==> src/rtl/mem_line_server_pkg.sv <==
// Shared definitions for the RAM-side line transfer responder.
// State encodings and default line geometry.
package mem_line_server_pkg;

    localparam int WORDS_DEF = 8;
    localparam int IDX_W_DEF = 3;
    localparam int RD_LAT_DEF = 2;

    typedef enum logic [1:0] {
        MS_IDLE     = 2'd0,
        MS_RD_ISSUE = 2'd1,
        MS_RD_DRAIN = 2'd2,
        MS_WR       = 2'd3
    } ms_state_e;

endpackage

==> src/rtl/mem_line_server_rd_lat_pipe.sv <==
// Tracks in-flight RAM reads: a shift register of {valid, word index}
// whose head lines up with mem_rdata.
module mem_line_server_rd_lat_pipe #(
    parameter int RD_LAT = 2,
    parameter int IDX_W  = 3
) (
    input  logic             clk,
    input  logic             resetn,
    input  logic             push_i,
    input  logic [IDX_W-1:0] push_idx_i,
    output logic             head_valid_o,
    output logic [IDX_W-1:0] head_idx_o
);

    logic [RD_LAT-1:0] vld_q;
    logic [IDX_W-1:0]  idx_q [RD_LAT];

    always_ff @(posedge clk) begin
        if (!resetn) begin
            vld_q <= '0;
            for (int i = 0; i < RD_LAT; i++) begin
                idx_q[i] <= '0;
            end
        end else begin
            vld_q[0] <= push_i;
            idx_q[0] <= push_idx_i;
            for (int i = 1; i < RD_LAT; i++) begin
                vld_q[i] <= vld_q[i-1];
                idx_q[i] <= idx_q[i-1];
            end
        end
    end

    assign head_valid_o = vld_q[RD_LAT-1];
    assign head_idx_o   = idx_q[RD_LAT-1];

endmodule

==> src/rtl/mem_line_server.sv <==
// Serves one cache line per request: WORDS-beat fill bursts from RAM
// or writeback bursts pulled from the cache by word index.
module mem_line_server
    import mem_line_server_pkg::*;
#(
    parameter int ADDR_W = 32,
    parameter int WORDS  = WORDS_DEF,
    parameter int IDX_W  = IDX_W_DEF,
    parameter int RD_LAT = RD_LAT_DEF
) (
    input  logic              clk,
    input  logic              resetn,
    input  logic              req_valid,
    output logic              req_ready,
    input  logic              req_write,
    input  logic [ADDR_W-1:0] req_addr,
    output logic [IDX_W-1:0]  wb_word_sel,
    input  logic [31:0]       wb_data,
    output logic              fill_valid,
    output logic [IDX_W-1:0]  fill_word_sel,
    output logic [31:0]       fill_data,
    output logic              done,
    output logic              mem_en,
    output logic              mem_we,
    output logic [ADDR_W-1:0] mem_addr,
    output logic [31:0]       mem_wdata,
    input  logic [31:0]       mem_rdata
);

    localparam logic [IDX_W-1:0] LAST = IDX_W'(WORDS - 1);
    localparam int TAG_W = ADDR_W - IDX_W - 2;

    ms_state_e         state_q, state_d;
    logic [IDX_W-1:0]  cnt_q, cnt_d;
    logic [ADDR_W-1:0] base_q, base_d;
    logic [ADDR_W-1:0] beat_addr;
    logic              push;
    logic              head_vld;
    logic [IDX_W-1:0]  head_idx;
    logic              fill_last;
    logic              unused_addr_lsb;

    assign unused_addr_lsb = ^req_addr[IDX_W+1:0];

    // Index is OR-inserted below the tag; base has those bits clear.
    assign beat_addr = base_q | {{TAG_W{1'b0}}, cnt_q, 2'b00};

    mem_line_server_rd_lat_pipe #(
        .RD_LAT (RD_LAT),
        .IDX_W  (IDX_W)
    ) u_pipe (
        .clk          (clk),
        .resetn       (resetn),
        .push_i       (push),
        .push_idx_i   (cnt_q),
        .head_valid_o (head_vld),
        .head_idx_o   (head_idx)
    );

    assign fill_last     = head_vld && (head_idx == LAST);
    assign fill_valid    = head_vld;
    assign fill_word_sel = head_vld ? head_idx : '0;
    assign fill_data     = head_vld ? mem_rdata : 32'd0;

    always_ff @(posedge clk) begin
        if (!resetn) begin
            state_q <= MS_IDLE;
            cnt_q   <= '0;
            base_q  <= '0;
        end else begin
            state_q <= state_d;
            cnt_q   <= cnt_d;
            base_q  <= base_d;
        end
    end

    always_comb begin
        state_d     = state_q;
        cnt_d       = cnt_q;
        base_d      = base_q;
        req_ready   = 1'b0;
        mem_en      = 1'b0;
        mem_we      = 1'b0;
        mem_addr    = '0;
        mem_wdata   = 32'd0;
        wb_word_sel = '0;
        push        = 1'b0;
        done        = fill_last;
        unique case (state_q)
            MS_IDLE: begin
                req_ready = 1'b1;
                if (req_valid) begin
                    base_d  = {req_addr[ADDR_W-1:IDX_W+2],
                               {(IDX_W+2){1'b0}}};
                    cnt_d   = '0;
                    state_d = req_write ? MS_WR : MS_RD_ISSUE;
                end
            end
            MS_RD_ISSUE: begin
                mem_en   = 1'b1;
                mem_addr = beat_addr;
                push     = 1'b1;
                if (cnt_q == LAST) begin
                    state_d = MS_RD_DRAIN;
                end else begin
                    cnt_d = cnt_q + IDX_W'(1);
                end
            end
            MS_RD_DRAIN: begin
                // Last word leaves the pipe this cycle; nothing else in flight.
                if (fill_last) begin
                    state_d = MS_IDLE;
                end
            end
            MS_WR: begin
                mem_en      = 1'b1;
                mem_we      = 1'b1;
                wb_word_sel = cnt_q;
                mem_addr    = beat_addr;
                mem_wdata   = wb_data;
                if (cnt_q == LAST) begin
                    done    = 1'b1;
                    state_d = MS_IDLE;
                end else begin
                    cnt_d = cnt_q + IDX_W'(1);
                end
            end
            default: begin
                state_d = MS_IDLE;
            end
        endcase
    end

endmodule

==> config.mk <==
export PLATFORM = sky130hd
export DESIGN_NAME = mem_line_server
export DESIGN_NICKNAME = d
export VERILOG_FILES = /design/src/rtl/mem_line_server_pkg.sv /design/src/rtl/mem_line_server_rd_lat_pipe.sv /design/src/rtl/mem_line_server.sv
export SDC_FILE = /design/constraint.sdc
export NUM_CORES = 1
export LEC_CHECK = 0
export CORE_AREA = 2 2 79 81
export DETAILED_ROUTE_END_ITERATION = 8
export DIE_AREA = 0 0 81 83
export DONT_BUFFER_PORTS = 1
export SYNTH_ARGS = -nofsm -noshare
export SYNTH_HDL_FRONTEND = slang
export SYNTH_SLANG_ARGS = --single-unit
==> constraint.sdc <==
create_clock -name clk -period 3.23 [get_ports clk]
set_input_delay 0.646 -clock clk [delete_from_list [all_inputs] [get_ports clk]]
set_output_delay 0.646 -clock clk [all_outputs]
set_load 0.05 [all_outputs]
==> key figures <==
Detailed routing
  • Post-Route WL: 5.97 mm
  • DR iter-0 viols: 65
  • Via density: ~5
  • Remaining DRCs: 0
  • Wire per inst: between 15 and 20 um
  • Via count: between 1,500 and 2,000
  • Antenna viol nets, final: 0
  • Drt pass-1 iters: 4

Setup path
  • Worst R2R Start: state_q[0]
  • Worst reg2reg setup slack: 1.00 ns
  • Worst setup EP type: output pin
  • Worst setup SP type: flop
  • FF-to-FF path depth: 4
  • CP Max Fanout: 75
  • CP arrival: 1.96 ns
  • Worst EP required: approximately 2.6 ns
  • R2R Path End: base_q[7]
  • Critical path class: reg2out

Floorplanning
  • Starting Density: 37.9%
  • Die area: between 6000 and 7000 um^2
  • Die Y: between 80 and 90 um
  • Ports: between 200 and 250
  • Die width: 81 um
  • FP Rows: 28
  • Core region area: approximately 5800 um^2

CTS
  • H-tree depth reported by CTS: 2
  • Clock buffer count from CTS: 5
  • Clk sinks: 40
  • CTS tree: yes
  • Root Driver: clkbuf_8
  • Post-CTS Hold Buffers: 0
  • Clk slew on worst S/H paths: roughly 0.080 ns
  • Clock latency on the worst-skew pair: approximately 0.29 ns
  • CTS resizes: 0
  • CTS max path bufs: 2
  • Post-CTS setup buffers: 0

Layout
  • Multi-input combinational cell area: between 1000 and 1500 um^2
  • Post-layout util: about two fifths
  • Share of cells above drive strength 1: under 10%
  • Final #Nets: 371
  • Area Growth Syn to Fin: 6.36%
  • Storage cell area: between 800 and 900 um^2
  • Fillers: slightly above 600

Timing
  • Fin. Hold Viols: 0
  • Final setup fails: 0
  • Fin crit share: 80.6%
  • Minimum clock period: about 2.6 ns
  • Worst-Margin Slew: just over 1 ns
  • Fin worst setup slack: 0.627 ns
  • RSZ-0062 raised after global routing: false
  • Fmax: slightly below 400 MHz
  • Final Skew: between 0.006 and 0.007 ns
  • Final slew viol count: 0
  • TNS Setup: 0 ns
  • Slew headroom: between 30% and 40%

Yosys
  • Largest cells by area after synthesis: dfxtp_1 (36%), and2_1 (21%), and3_1 (10%)
  • Synth top area share: about 36%
  • Distinct cells, synth: 24
  • Synth Instances: approximately 280
  • Mapped cell area: 2200 um^2
  • Seq cells post-synth: 40
  • Sequential fraction of the synthesis area: a little over a third
  • Yosys top cell by area: dfxtp_1
  • Mean Syn Cell Area: ~8 um^2
  • Yosys warns: 0

Place
  • Final GP Congestion: 0.770
  • Pre-CTS WS: just over 0.9 ns
  • Detailed Place HPWL: approximately 4.6 mm
  • IO Port Bufs: 0

Power and ir drop
  • Power Total: roughly 1.2 mW
  • Max VDD drop: 0.223 mV
  • Power density cells: approximately 530 nW/um^2
  • Leakage power: between 1 and 1.5 nW

Global routing
  • Antenna violations before repair: 5
  • Overflow after GRT: 0
  • Vias in the first global route: 1,585
  • First-pass GRT wire length: between 8 and 9 mm
  • Largest net degree at the start of global routing: 76
  • Total GRT Usage: roughly 17%

Worst hold path
  • Hold Path End: u_pipe.idx_q[0][5]
  • Hold Path Class: reg2reg
  • HP Start: u_pipe.idx_q[0][2]
  • Hold depth: 1

Outcome
  • Status: complete, no violations

Job
  • MaxCap Viol Count: 0
[how the worst max path moves through the flow]
stage	startpoint	endpoint	slack [ns]	cells past startpoint
6_report	state_q[0]	done	0.63	3
3_3_place_gp	state_q[0]	done	0.92	3
3_5_place_dp	state_q[0]	done	0.91	3
5_1_grt	state_q[0]	done	0.44	3
2_1_floorplan	state_q[0]	done	0.96	5
4_1_cts	state_q[0]	done	0.59	3
[layout by cell type (no fill, tap or decap)]
cell,count
and2_1,73
nand2_1,58
dfxtp_1,39
and3_1,36
a21boi_1,21
a21boi_0,10
clkbuf_8,7
buf_4,6
diode_2,3
nor2_1,2
nand3_1,2
ha_1,2
conb_1,2
nand4_1,1
nor3b_4,1
or3b_1,1
nand3b_1,1
xor2_1,1
a32oi_1,1
nand2b_1,1
nor2b_1,1
o21a_1,1
and3b_1,1
bufinv_16,1
dfxtp_2,1
[sequential cells by signal, summed over array words and instances (netlist names)]
signal	flops
base_q	27
cnt_q	3
state_q	2
u_pipe.idx_q	6
u_pipe.vld_q	2
[cell type report]
class | instances | share of cell area [%]
Clock buffer | 7 | 4.11
Multi-Input combinational cell | 216 | 54.2
Antenna cell | 3 | 0.320
Sequential cell | 40 | 34.2
Tap cell | 75 | 4.00
Clock inverter | 1 | 1.28
Timing Repair Buffer | 6 | 1.92
[cell usage after synthesis, drive strengths merged]
master,number
a21boi,31
a32oi,1
and2,73
and3,36
and3b,1
buf,8
clkbuf,20
conb,1
dfxtp,40
ha,2
nand2,58
nand2b,1
nand3,2
nand3b,1
nand4,1
nor2,2
nor2b,1
nor3b,1
o21a,1
or3b,1
xor2,1
[report_power, final]
group | internal (mW) | switching, mW | leakage [nW]
registers | 0.524 | 0.0376 | 0.327
clock network | 0.273 | 0.169 | 0.0645
logic | 0.0532 | 0.183 | 0.681
[routing by layer]
layer	track usage (%)	wire length (um)	part of all wire, %
met4	4.62	65	1.1
met5	0	34	0.57
met3	9.57	705	12
met2	27.1	2830	47
met1	19.0	2340	39
[critical path: stages (launching register included)]
cell and delay, ns:
dfxtp_2 0.96, and2_1 0.25, nand2_1 0.06, nand2_1 0.39
[kinds of logic after synthesis]
group           Yosys count  share of synthesized area [%]
compound gates           33                           11.3
flops                    40                           36.3
simple gates            178                           44.4
xor+xnor                  1                          0.397
fa+ha+maj                 2                           1.13
other cells               1                          0.170
buf+inv                  28                           6.24
[through the flow]
step	instance area (um^2)	instances	hold slack (ns)
after global placement	2210	337	0.415
after floorplan	2210	284	0.412
after detailed placement	2210	337	0.420
after CTS	2340	345	0.437
final	2340	348	0.433
after global routing	2340	346	0.461
Power figures use the tool's default switching activity.
